===== config.mk =====
export PLATFORM = sky130hd
export DESIGN_NAME = mult_arbiter
export DESIGN_NICKNAME = d
export VERILOG_FILES = /design/src/rtl/mult_arbiter.sv
export SDC_FILE = /design/constraint.sdc
export NUM_CORES = 1
export LEC_CHECK = 0
export ABC_AREA = 1
export CORE_MARGIN = 4
export CORE_UTILIZATION = 40
export CTS_CLUSTER_DIAMETER = 150
export DETAILED_ROUTE_END_ITERATION = 7
export GPL_ROUTABILITY_DRIVEN = 0
export PLACE_DENSITY = 0.76
export SETUP_SLACK_MARGIN = 0.4
export SLEW_MARGIN = 20
export SYNTH_ARGS = -nofsm -noshare
export SYNTH_HDL_FRONTEND = slang
export SYNTH_SLANG_ARGS = --single-unit

===== constraint.sdc =====
create_clock -name clk -period 2.4 [get_ports clk]
set_input_delay 0.24 -clock clk [delete_from_list [all_inputs] [get_ports clk]]
set_output_delay 0.24 -clock clk [all_outputs]
set_load 0.01 [all_outputs]

===== src/rtl/mult_arbiter.sv =====
// mult_arbiter: round-robin front end that shares one external combinational
// WIDTH x WIDTH multiplier between NUM_REQ requesters. One operation is in
// flight at a time: grant, hold operands for MULT_LAT cycles, sample the
// product, then return it on a tagged response channel with backpressure.
//
//   state  | meaning
//   -------+-----------------------------------------------------------------
//   S_IDLE | no operation in flight; round-robin grant offered to requesters
//   S_WAIT | operands held on the multiplier, latency counter running down
//   S_RESP | product registered, response valid until the consumer takes it

module mult_arbiter #(
  parameter int NUM_REQ  = 4,
  parameter int WIDTH    = 9,
  parameter int MULT_LAT = 1,
  localparam int ID_W    = (NUM_REQ > 1) ? $clog2(NUM_REQ) : 1,
  localparam int CNT_W   = (MULT_LAT > 1) ? $clog2(MULT_LAT) : 1
) (
  input  logic                       clk,
  input  logic                       rst,
  input  logic [NUM_REQ-1:0]         req_valid,
  output logic [NUM_REQ-1:0]         req_ready,
  input  logic [NUM_REQ*WIDTH-1:0]   req_a,
  input  logic [NUM_REQ*WIDTH-1:0]   req_b,
  output logic [WIDTH-1:0]           mult_a,
  output logic [WIDTH-1:0]           mult_b,
  input  logic [2*WIDTH-1:0]         mult_y,
  output logic                       resp_valid,
  input  logic                       resp_ready,
  output logic [ID_W-1:0]            resp_id,
  output logic [2*WIDTH-1:0]         resp_y,
  output logic                       busy
);

  typedef enum logic [1:0] {
    S_IDLE = 2'd0,
    S_WAIT = 2'd1,
    S_RESP = 2'd2
  } state_t;

  // Counter reload: WAIT then lasts exactly MULT_LAT cycles.
  localparam logic [CNT_W-1:0] CNT_LOAD = CNT_W'(MULT_LAT - 1);

  state_t            state_q;
  state_t            state_d;
  logic [ID_W-1:0]   rr_ptr;
  logic [ID_W-1:0]   grant_q;
  logic [CNT_W-1:0]  cnt_q;

  logic              grant_vld;
  logic [ID_W-1:0]   grant_idx;
  logic [WIDTH-1:0]  op_a;
  logic [WIDTH-1:0]  op_b;
  logic              accept;
  logic              capture;
  logic              resp_done;

  // Position of the requester that sits 'offs' slots after 'base' in the ring.
  function automatic logic [ID_W-1:0] ring_idx(input logic [ID_W-1:0] base,
                                                input int offs);
    int s;
    s = int'(base) + offs;
    if (s >= NUM_REQ) s = s - NUM_REQ;
    return ID_W'(s);
  endfunction

  // Successor of a requester index, wrapping at NUM_REQ.
  function automatic logic [ID_W-1:0] ring_inc(input logic [ID_W-1:0] v);
    if (int'(v) == NUM_REQ - 1) return '0;
    return v + 1'b1;
  endfunction

  // Round-robin search: first valid requester starting at rr_ptr.
  always_comb begin
    grant_vld = 1'b0;
    grant_idx = '0;
    for (int i = 0; i < NUM_REQ; i++) begin
      if (!grant_vld && req_valid[ring_idx(rr_ptr, i)]) begin
        grant_vld = 1'b1;
        grant_idx = ring_idx(rr_ptr, i);
      end
    end
  end

  // Operand slice belonging to the current grant candidate.
  always_comb begin
    op_a = req_a[int'(grant_idx)*WIDTH +: WIDTH];
    op_b = req_b[int'(grant_idx)*WIDTH +: WIDTH];
  end

  // State register.
  always_ff @(posedge clk or posedge rst) begin
    if (rst) state_q <= S_IDLE;
    else     state_q <= state_d;
  end

  // Next-state logic.
  always_comb begin
    state_d = state_q;
    unique case (state_q)
      S_IDLE:  if (grant_vld)      state_d = S_WAIT;
      S_WAIT:  if (cnt_q == '0)    state_d = S_RESP;
      S_RESP:  if (resp_ready)     state_d = S_IDLE;
      default:                     state_d = S_IDLE;
    endcase
  end

  // Output decode: handshake strobes and the one-hot ready vector.
  always_comb begin
    req_ready = '0;
    accept    = 1'b0;
    capture   = 1'b0;
    resp_done = 1'b0;
    busy      = (state_q != S_IDLE);
    unique case (state_q)
      S_IDLE: begin
        // Ready is also masked during reset so nobody sees a phantom accept.
        if (grant_vld && !rst) begin
          req_ready = NUM_REQ'(1) << grant_idx;
          accept    = 1'b1;
        end
      end
      S_WAIT:  capture   = (cnt_q == '0);
      S_RESP:  resp_done = resp_ready;
      default: ;
    endcase
  end

  // Operand registers, grant register and latency down-counter.
  always_ff @(posedge clk or posedge rst) begin
    if (rst) begin
      mult_a  <= '0;
      mult_b  <= '0;
      grant_q <= '0;
      cnt_q   <= '0;
    end else if (accept) begin
      mult_a  <= op_a;
      mult_b  <= op_b;
      grant_q <= grant_idx;
      cnt_q   <= CNT_LOAD;
    end else if (state_q == S_WAIT && cnt_q != '0) begin
      cnt_q   <= cnt_q - 1'b1;
    end
  end

  // Response registers: product sampled at terminal count, held until taken.
  always_ff @(posedge clk or posedge rst) begin
    if (rst) begin
      resp_valid <= 1'b0;
      resp_y     <= '0;
      resp_id    <= '0;
    end else if (capture) begin
      resp_valid <= 1'b1;
      resp_y     <= mult_y;
      resp_id    <= grant_q;
    end else if (resp_done) begin
      resp_valid <= 1'b0;
    end
  end

  // Round-robin pointer moves past the served requester only on completion.
  always_ff @(posedge clk or posedge rst) begin
    if (rst)            rr_ptr <= '0;
    else if (resp_done) rr_ptr <= ring_inc(grant_q);
  end

endmodule


==> impl_metrics.yaml <==
global_routing:
  grt-ovfl-total: 0
  grt_pass1_vias: 3175
  grt_usage_pct: 20.91
  grt_pass1_wl_um: 15120
  antenna_found_initial: 0
  grt_max_degree: 37
setup_path:
  crit_top_cell: "nand3_2"
  endpoint_kind: "output port"
  crit_path_top_delay_cell: "dfrtp_2"
  cp_top_family: "simple AND/OR/NAND/NOR gates"
  critPathRequiredTime_ns: 2.16
  max_stage_delay_ns: 0.45
  cp.buffers_inverters: 3
  cp_cell_sequence: "inv_4 -> nand2_1 -> nand3_2 -> nand2_2 -> nor2_4 -> nand4_1 -> nand3_2 -> inv_2 -> nor3_2 -> buf_2"
  critPathLaunchType: "register"
  cp_data_arrival_time_ns: 1.89
  path_class: "register to output port"
  path_max_fanout: 9
power_and_ir_drop:
  peakVddDrop_uv: 1239
  p_per_area_nw_per_um2: 1625
  p_leak_nw: 2.361
synthesis:
  syn-num-nets: 496
  ys.flop_type: "dfrtp_1"
  yosys.area.top_type: "dfrtp_1"
  synth_edf_count: 0
  ys_ff_latch: 46
  synthMuxAreaShare_pct: 6.943
  synth_top_family_by_area: "simple AND/OR/NAND/NOR gates"
  synth_compound_area_share_pct: 1.705
  synth_top_area_share_pct: 37.35
  yosysSeqAreaShare_pct: 37.35
  synth_cell_types: 31
  syn_inst: 398
  async_flop_share_pct: 100.0
  syn_area_per_cell_um2: 7.743
  ys_warn_count: 0
  synth-adder-area-share_pct: 0.4060
  yosysMostFrequentCell: "nand2_1"
  synth_xor_area_share_pct: 0
  synth-simple-area-share_pct: 44.62
  synth_area_um2: 3082
  synth_area_leaders: "dfrtp_1 37%, nand2_1 22%, nand2_2 8.9%"
  synth_common_cells: "177 x nand2_1, 46 x dfrtp_1, 44 x nand2_2"
final_layout:
  fin_nets: 646
  multiInputGateArea_um2: 1719
  finish.utilization_pct: 66.47
  n_antenna_cell: 0
  areaGrowthSynthToFinish_pct: 58.95
  seq_area_um2: 1154
  drive_gt1_share_pct: 24.77
  nFillCells: 618
  final_cell_area_um2: 4898
detailed_routing:
  ant_nets: 0
  wl_per_cell_um: 15.39
  wl_um: 9973
  drcViolationCount: 0
  vias: 3270
  dr.pass1.iters: 4
  vias_per_cell: 5.046
  drt-initial-drc-count: 122
timing:
  drv_slew: 0
  finalHoldViolations: 0
  rsz0062_at_grt: "true"
  period_share_pct: 88.77
  tightestPinTransition_ns: 0.3866
  period_minus_slack_ns: 2.131
  finalSetupViolations: 0
  relSlewSlack_pct: 74.16
  setup_tns_ns: 0
  fin_worst_skew_ns: 0.008707
  fmax_mhz: 469.4
place:
  placed_area_um2: 4522
  dp_hpwl_um: 7005
  port_buffers: 140
worst_hold_path:
  worstHoldPathType: "input pin to asynchronous set/reset pin"
floorplanning:
  coreArea_um2: 7370
  io_pins: 141
  rows: 31
  dieWidth_um: 95.78
  initial_core_util_pct: 41.82
  die_h_um: 95.78
  die-area_um2: 9173
run_status:
  status: "finished clean"
cts:
  clk_pin_slew_worst_paths_ns: 0.09
  cts_made_buffers: 5
  cts_sinks: 46
  h-tree-depth: 2
  cts_buffer_depth: 2
  clock_latency_ns: 0.30
  clockRootBuffer: "clkbuf_8"
  cts_tree: "done"
run:
  drv_cap: 0
-- worst reg2reg max path: cells and delay by family (launching register included) --
family,cells,cell delay [ns]
and+or+nand+nor,14,0.94
DFF,1,0.45
buffers and inverters,4,0.59
-- sequential cells by signal, indices dropped and copies added, names as in the netlist --
signal      count
mult_a          9
resp_y         18
resp_valid      1
state_q         2
resp_id         2
rr_ptr          2
grant_q         2
mult_b          9
cnt_q           1
-- logic make-up (layout without fill, tap and decap cells) --
family                   Yosys count  count (layout)
AO/OA/AOI/OAI                      9               9
adder cells (fa/ha/maj)            1               1
buffers and inverters             42             193
flip-flops                        46              46
multiplexers                      19              19
AND/OR/NAND/NOR                  281             281
-- timing repair --
item | 4_1_cts | 5_1_grt
setup endpoints to repair | 23 | 23
pin swaps | 9 | 4
cloned | 2 | 1
hold buffers | 0 | 0
buffers inserted | 6 | 4
resized for setup | 38 | 15
-- placed cells by master, fill, tap and decap left out, types with 2 or more instances in the layout --
cell and instances:
buf_12 2, buf_16 3, buf_2 4, buf_4 15
buf_6 5, clkbuf_8 5, clkdlybuf4s50_1 136, clkinvlp_4 2
dfrtp_1 44, dfrtp_2 2, inv_1 9, inv_2 5
inv_4 3, mux2_2 19, nand2_1 169, nand2_2 48
nand2_4 7, nand3_1 3, nand3_2 4, nand3_4 3
nand4_1 37, nor2_1 3, nor3_2 4, o21ai_0 2
o21ai_1 3
-- path summary, 6_finish.rpt --
kind	from	to	slack (ns)	cells past startpoint
hold reg to reg	resp_valid	resp_valid	0.48	2
max in group asynchronous	rst	mult_b[7]	1.75	3
setup / recovery	rr_ptr[0]	req_ready[3]	0.27	10
setup reg to reg	rr_ptr[0]	mult_a[4]	0.31	18
hold / removal	rst	cnt_q	0.39	3
min in group clk	resp_valid	resp_valid	0.48	2
-- final cells by class --
type                            instances  share of cell area [%]
Clock buffer                            6                   1.481
Clock inverter                          2                  0.7663
Inverter                               18                   1.609
Multi-Input combinational cell        310                   35.10
Sequential cell                        46                   23.55
Tap cell                               99                   2.529
Timing Repair Buffer                  167                   34.97
-- per-layer routing --
layer  vias up  wire length (um)  part of all wire (%)  track usage (%)
met2       149              4601                    46            34.51
met4         0               168                   1.7            5.687
met3        16               961                   9.6            5.942
met1      1524              4241                    43            26.84
met5         -                 0                     0                0
li1       1581                 -                     -                -
-- stage by stage --
| stage | std cells | setup WS [ns] | power, mW | hold slack, ns |
|---|---|---|---|---|
| 6_report | 648 | 0.2694 | 7.958 | 0.3896 |
| 5_1_grt | 648 | 0.1579 | 8.607 | 0.4338 |
| 2_1_floorplan | 398 | 0.4869 | 4.984 | 0.2654 |
| 3_3_place_gp | 627 | -0.05260 | 6.291 | 0.4561 |
| 3_5_place_dp | 627 | -0.1261 | 6.377 | 0.4572 |
| 4_1_cts | 643 | 0.2616 | 7.618 | 0.4019 |
-- where the power goes --
part           internal (mW)  switching, mW
Clock                  0.311          0.269
Combinational           2.78           3.23
Sequential              1.15          0.221
Total                   4.24           3.72
Power figures use the tool's default switching activity.
